[config.mk]
export PLATFORM = sky130hd
export DESIGN_NAME = write_buffer
export DESIGN_NICKNAME = d
export VERILOG_FILES = /design/src/rtl/mem_pkg.sv /design/src/rtl/wbuf_fifo.sv /design/src/rtl/write_buffer.sv
export SDC_FILE = /design/constraint.sdc
export NUM_CORES = 1
export LEC_CHECK = 0
export ABC_AREA = 1
export BUFFER_PORTS_ARGS = -buffer_cell sky130_fd_sc_hd__buf_2
export CORE_MARGIN = 5
export CORE_UTILIZATION = 55
export CTS_CLUSTER_SIZE = 8
export DETAILED_ROUTE_END_ITERATION = 7
export HOLD_SLACK_MARGIN = 0.06
export PLACE_DENSITY = 0.78
export SLEW_MARGIN = 20
export SYNTH_ARGS = -nofsm -noshare
export SYNTH_HDL_FRONTEND = slang
export SYNTH_SLANG_ARGS = --single-unit
[constraint.sdc]
create_clock -name clk -period 2.27 [get_ports clk]
set_input_delay 0 -clock clk [delete_from_list [all_inputs] [get_ports clk]]
set_output_delay 0 -clock clk [all_outputs]
set_load 0.05 [all_outputs]
[src/rtl/mem_pkg.sv]
`default_nettype none
// +----------------------------------------------------------------------------+
// | Package     : mem_pkg                                                      |
// | Description : Shared widths, depth and the buffered-store entry type used  |
// |               by write_buffer and its storage sub-module wbuf_fifo.        |
// | Revision    : 1.0 - initial release                                        |
// +----------------------------------------------------------------------------+
package mem_pkg;

  // Address and data width of the processor/memory byte interface.
  localparam int MEM_WIDTH = 8;

  // Number of stores the buffer can hold (power of two, >= 2).
  localparam int MEM_DEPTH = 4;

  // One buffered store: byte address and the byte to be written there.
  typedef struct packed {
    logic [MEM_WIDTH-1:0] adr;
    logic [MEM_WIDTH-1:0] data;
  } entry_t;

endpackage : mem_pkg
`default_nettype wire

[src/rtl/wbuf_fifo.sv]
`default_nettype none
// +----------------------------------------------------------------------------+
// | Module      : wbuf_fifo                                                    |
// | Description : Circular store queue for the write buffer. Holds up to DEPTH |
// |               entries, tracked by head/tail pointers and an occupancy     |
// |               count. Push and pop may happen in the same cycle.           |
// | Ports       : clk_i        - clock, rising edge                            |
// |               rst_ni       - asynchronous active-low reset                 |
// |               push_i       - write push_entry_i at tail (caller ensures   |
// |                              the queue is not full)                        |
// |               pop_i        - retire the head entry (caller ensures the    |
// |                              queue is not empty)                           |
// |               push_entry_i - entry to enqueue                              |
// |               entries_o    - raw storage, for forwarding lookups           |
// |               head_o       - index of the oldest entry                     |
// |               count_o      - number of valid entries, 0..DEPTH             |
// | Revision    : 1.0 - initial release                                        |
// +----------------------------------------------------------------------------+
module wbuf_fifo
  import mem_pkg::*;
#(
  parameter  int DEPTH = MEM_DEPTH,
  localparam int PW    = $clog2(DEPTH),
  localparam int CW    = $clog2(DEPTH + 1)
) (
  input  logic          clk_i,
  input  logic          rst_ni,
  input  logic          push_i,
  input  logic          pop_i,
  input  entry_t        push_entry_i,
  output entry_t        entries_o [DEPTH],
  output logic [PW-1:0] head_o,
  output logic [CW-1:0] count_o
);

  entry_t        mem_q [DEPTH];
  logic [PW-1:0] head_q, head_d;
  logic [PW-1:0] tail_q, tail_d;
  logic [CW-1:0] count_q, count_d;

  // DEPTH is a power of two, so pointer overflow is the modulo-DEPTH wrap.
  always_comb begin
    head_d  = head_q;
    tail_d  = tail_q;
    count_d = count_q;
    if (push_i) tail_d = tail_q + PW'(1);
    if (pop_i)  head_d = head_q + PW'(1);
    case ({push_i, pop_i})
      2'b10:   count_d = count_q + CW'(1);
      2'b01:   count_d = count_q - CW'(1);
      default: count_d = count_q;
    endcase
  end

  always_ff @(posedge clk_i or negedge rst_ni) begin
    if (!rst_ni) begin
      head_q  <= '0;
      tail_q  <= '0;
      count_q <= '0;
    end else begin
      head_q  <= head_d;
      tail_q  <= tail_d;
      count_q <= count_d;
    end
  end

  // Payload storage carries no reset; validity comes from count/head alone.
  always_ff @(posedge clk_i) begin
    if (push_i) mem_q[tail_q] <= push_entry_i;
  end

  assign entries_o = mem_q;
  assign head_o    = head_q;
  assign count_o   = count_q;

endmodule : wbuf_fifo
`default_nettype wire

[src/rtl/write_buffer.sv]
`default_nettype none
// +----------------------------------------------------------------------------+
// | Module      : write_buffer                                                 |
// | Description : Posted-store buffer between a processor and a byte memory.  |
// |               Stores are queued and drained in order whenever no load is  |
// |               in progress; loads take the memory port and are forwarded   |
// |               from the youngest matching buffered store when one exists.  |
// | Ports       : clk, reset (async, active low)                               |
// |               cpu_memread/cpu_memwrite/cpu_adr/cpu_writedata - CPU request |
// |               cpu_memdata - load data, cpu_stall - store refused (full)    |
// |               mem_memwrite/mem_adr/mem_writedata - memory request          |
// |               mem_memdata - combinational memory read data                 |
// |               empty - no stores pending                                    |
// | Revision    : 1.0 - initial release                                        |
// +----------------------------------------------------------------------------+
module write_buffer
  import mem_pkg::*;
#(
  parameter int WIDTH = MEM_WIDTH,  // entry_t fields are sized by MEM_WIDTH
  parameter int DEPTH = MEM_DEPTH
) (
  input  logic             clk,
  input  logic             reset,
  input  logic             cpu_memread,
  input  logic             cpu_memwrite,
  input  logic [WIDTH-1:0] cpu_adr,
  input  logic [WIDTH-1:0] cpu_writedata,
  output logic [WIDTH-1:0] cpu_memdata,
  output logic             cpu_stall,
  output logic             mem_memwrite,
  output logic [WIDTH-1:0] mem_adr,
  output logic [WIDTH-1:0] mem_writedata,
  input  logic [WIDTH-1:0] mem_memdata,
  output logic             empty
);

  localparam int PW = $clog2(DEPTH);
  localparam int CW = $clog2(DEPTH + 1);

  entry_t        entries [DEPTH];
  entry_t        push_entry;
  logic [PW-1:0] head;
  logic [CW-1:0] count;
  logic          full;
  logic          push;
  logic          pop;
  logic          fwd_hit;
  logic [WIDTH-1:0] fwd_data;
  logic [PW-1:0] idx;

  assign full  = (count == CW'(DEPTH));
  assign empty = (count == '0);

  // A full buffer refuses the store even if the head drains this same cycle.
  assign cpu_stall = cpu_memwrite && full;
  assign push      = cpu_memwrite && !full;

  // Any asserted cpu_memread holds the memory port, including a read that
  // arrives together with a store (that pair is handled as a store only).
  assign pop          = !empty && !cpu_memread;
  assign mem_memwrite = pop;

  assign push_entry = '{adr: cpu_adr, data: cpu_writedata};

  wbuf_fifo #(
    .DEPTH (DEPTH)
  ) u_fifo (
    .clk_i        (clk),
    .rst_ni       (reset),
    .push_i       (push),
    .pop_i        (pop),
    .push_entry_i (push_entry),
    .entries_o    (entries),
    .head_o       (head),
    .count_o      (count)
  );

  assign mem_adr       = pop ? entries[head].adr : cpu_adr;
  assign mem_writedata = entries[head].data;

  // Walk valid entries oldest to youngest; later matches overwrite earlier
  // ones so the youngest store to the address wins.
  always_comb begin
    fwd_hit  = 1'b0;
    fwd_data = '0;
    idx      = '0;
    for (int k = 0; k < DEPTH; k++) begin
      idx = head + PW'(k);
      if ((CW'(k) < count) && (entries[idx].adr == cpu_adr)) begin
        fwd_hit  = 1'b1;
        fwd_data = entries[idx].data;
      end
    end
  end

  assign cpu_memdata = fwd_hit ? fwd_data : mem_memdata;

endmodule : write_buffer
`default_nettype wire

==> impl_metrics.py <==
metrics = {
    "global_route": {
        "grt_pass1_vias": 5066,
        "busiest_layer": "met2",
        "grt_pass1_wl_um": 24400,
        "grtUsageMet3": 0.0384,
        "grt_use_met2": 0.450,
        "grt_max_degree": 26,
        "antenna_found_initial": 0,
        "gr-usage-all-layers": 0.265,
        "grt_util_met1": 0.352,
        "grt-ovfl-total": 0,
    },
    "sta": {
        "slew-limit-headroom": 0.663,
        "final-setup-viol-count": 8,
        "hold_slack_ps": 119,
        "min_period_ps": 2700,
        "tns_ps": -3320,
        "tightest_slew_ps": 499,
        "worst_clock_skew_ps": 9.92,
        "maxSlewViolCount": 0,
        "hold_viol": 0,
        "min_period_over_period": 1.19,
        "rsz0062_at_grt": "yes",
        "layout_setup_ws_ps": -427,
        "fmax_ghz": 0.371,
    },
    "layout": {
        "nFillCells": 695,
        "fin_cells": 965,
        "finish.instance_area_sq_um": 6810,
        "finish.utilization": 0.737,
        "n_antenna_cell": 0,
        "layout.nets": 870,
        "drive_above_1_share": 0.257,
        "area_growth_pct": 30.4,
    },
    "yosys": {
        "ys.warnings.count": 0,
        "synth_top_area_frac": 0.368,
        "synth.most_common_cell": "nand2_1",
        "syn_inst": 711,
        "synth_nets": 748,
        "synth-seq-cells": 71,
        "postSynthAreaPerCell_sq_um": 7.34,
        "yosysTopAreaCell": "edfxtp_1",
        "ys_top_cells_by_area": "edfxtp_1 37%, nand2_1 20%, nand3_1 7.8%, o21ai_0 6.3%, inv_1 4.5%",
        "yosysUniqueCellTypes": 38,
        "yosysSeqAreaShare": 0.402,
        "syn_area_sq_um": 5220,
        "netlist_top_cells_count": "274 x nand2_1, 81 x nand3_1, 66 x o21ai_0, 64 x edfxtp_1, 62 x inv_1",
        "async_flop_share": 0.0986,
        "synth_flop_cell": "edfxtp_1",
        "synth_edf_count": 64,
    },
    "critical_path": {
        "crit_family": "simple AND/OR/NAND/NOR gates",
        "cpMostUsedCell": "nand2_1",
        "critical_path_required_ps": 2270,
        "critical_path_arrival_ps": 2700,
        "crit_chain": "buf_4, nand2_2, nand2_4, buf_4, nand2_1, o21ai_1, nand2_1, nand4_1, nor3b_4, nand4_1, nand2_1, nand2_1, nand2_1, buf_6",
        "critical_path.max_stage_delay_ps": 480,
        "r2r_end": "u_fifo.count_o[2]",
        "critPathCaptureType": "output pin",
        "cp-start-kind": "register",
        "r2r-start": "u_fifo.count_o[0]",
        "reg2reg_slack_ps": 220,
        "cp_slowest_cell": "dfrtp_2",
        "r2r.worst_path.cells": 11,
        "cp_num_buf_inv": 3,
        "critical_path_class": "register to output pin",
        "cp_max_fo": 6,
    },
    "hold_path": {
        "hold_path_end": "u_fifo.head_o[1]",
        "min_path_cells": 5,
        "hold_class": "primary input to register",
        "hold_start": "cpu_memread",
    },
    "detailed_routing": {
        "via_count": 5275,
        "wl_per_cell_um": 15.4,
        "drc_errors": 0,
        "ant_nets": 0,
        "wl_um": 14900,
        "via_per_inst": 5.47,
        "drtIter0Drc": 517,
        "first_pass_iters": 7,
    },
    "pwr": {
        "p_sw_w": 0.00521,
        "power_frac_comb": 0.700,
        "clockPowerShare": 0.110,
        "seq_power_share": 0.190,
        "internal-power_w": 0.00490,
        "pwr_density_cell_nw_per_um2": 1480,
        "p_sw_frac": 0.515,
        "max-vdd-ir-drop_v": 0.000926,
        "p_leak_nw": 3.25,
    },
    "floorplanning": {
        "fp.dieH_um": 107,
        "dieWidth_um": 107,
        "core-area_sq_um": 9240,
        "ios": 55,
        "row_count": 35,
        "start_util": 0.565,
        "die_area_sq_um": 11500,
    },
    "placed_design": {
        "place_area_sq_um": 6010,
        "dp_hpwl_um": 10300,
        "dp_cells": 920,
        "place.port_buffers": 54,
        "place.gp.congestion": 0.926,
    },
    "run_status": {
        "violations": "negative setup slack",
        "status": "finished with violations",
    },
    "clock_network": {
        "path_clk_slew_ps": 80,
        "cts_sinks": 71,
        "cts_max_path_buffers": 2,
        "insertion_delay_ps": 350,
        "cts_tree": "built",
        "cts_buffers": 9,
        "ctsHtreeMaxLevel": 3,
        "ctsRootBufferMaster": "clkbuf_8",
    },
    "job": {
        "drv_cap": 0,
    },
}
[worst min-delay path, cell delays in order]
cell,delay [ps]
buf_2,100
nor2_4,50
buf_4,150
nand2_1,50
o21ai_0,60
[sequential cells by signal (all words and copies together), names as in the netlist]
signal / count
u_fifo.count_o: 3
u_fifo.entries_o: 64
u_fifo.head_o: 2
u_fifo.tail_q: 2
[cell type report]
cell class | instances | area [sq um] | area share
tap | 129 | 161 | 0.0237
timing repair buffer | 138 | 1130 | 0.165
clock buffer | 9 | 124 | 0.0182
clock inverter | 5 | 83.8 | 0.0123
sequential | 71 | 2100 | 0.308
multi-input combinational | 549 | 2970 | 0.435
inverter | 64 | 251 | 0.0369
[stage by stage]
step / setup WS [ps] / power [W]
6_report: -427 / 0.0101
3_5_place_dp: -196 / 0.00807
2_1_floorplan: -0.195 / 0.00643
5_1_grt: -586 / 0.0108
4_1_cts: -352 / 0.00973
3_3_place_gp: -183 / 0.00794
[metal layers]
layer | vias up | part of all wire
met5 | - | 0
met3 | 50 | 0.071
met2 | 243 | 0.47
met1 | 2391 | 0.43
li1 | 2591 | -
met4 | 0 | 0.028
[kinds of logic (layout without fill, tap and decap cells)]
group	Yosys count	count (layout)	share of synthesized area
flip-flops	71	71	0.402
XOR/XNOR	11	11	0.0213
AO/OA/AOI/OAI	88	88	0.0913
multiplexers	16	16	0.0307
AND/OR/NAND/NOR	423	425	0.347
adder cells (fa/ha/maj)	9	9	0.0216
buffers and inverters	93	216	0.0870
[power groups by stage]
stage | sequential [W] | combinational, W | clock (W)
6_report | 0.00192 | 0.00708 | 0.00111
5_1_grt | 0.00195 | 0.00770 | 0.00118
3_3_place_gp | 0.00192 | 0.00602 | 0
3_5_place_dp | 0.00194 | 0.00613 | 0
4_1_cts | 0.00191 | 0.00669 | 0.00113
2_1_floorplan | 0.00189 | 0.00454 | 0
[how the worst max path moves through the flow]
stage	startpoint	end	cells after the start
2_1_floorplan	u_fifo.head_o[0]	cpu_memdata[2]	10
3_3_place_gp	u_fifo.head_o[0]	cpu_memdata[6]	14
3_5_place_dp	u_fifo.head_o[0]	cpu_memdata[6]	14
4_1_cts	u_fifo.head_o[0]	cpu_memdata[6]	17
5_1_grt	u_fifo.head_o[0]	cpu_memdata[6]	18
6_report	u_fifo.head_o[0]	cpu_memdata[5]	14
[cell usage in the layout (no fill, tap or decap), drive strengths merged]
cell / count
nand2: 285
buf: 119
nand3: 85
o21ai: 74
edfxtp: 64
inv: 64
nor2: 38
dlygate4sd3: 18
mux2i: 16
clkbuf: 10
ha: 9
xor2: 9
o211ai: 8
nand4: 7
dfrtp: 7
or2: 6
a21oi: 4
clkinvlp: 3
xnor2: 2
bufinv: 2
and3: 2
a21boi: 1
a31oi: 1
nor3: 1
nor3b: 1
[timing repair]
| item | CTS | global route |
|---|---|---|
| hold endpoints to repair | 71 | 0 |
| setup buffers | 5 | 4 |
| endpoints found under the setup margin | 16 | 8 |
| cloned | 3 | 1 |
| hold buffers | 18 | 0 |
| pin swaps | 11 | 10 |
| resized for setup | 54 | 19 |
No activity file was read; power rests on OpenSTA's default activity.
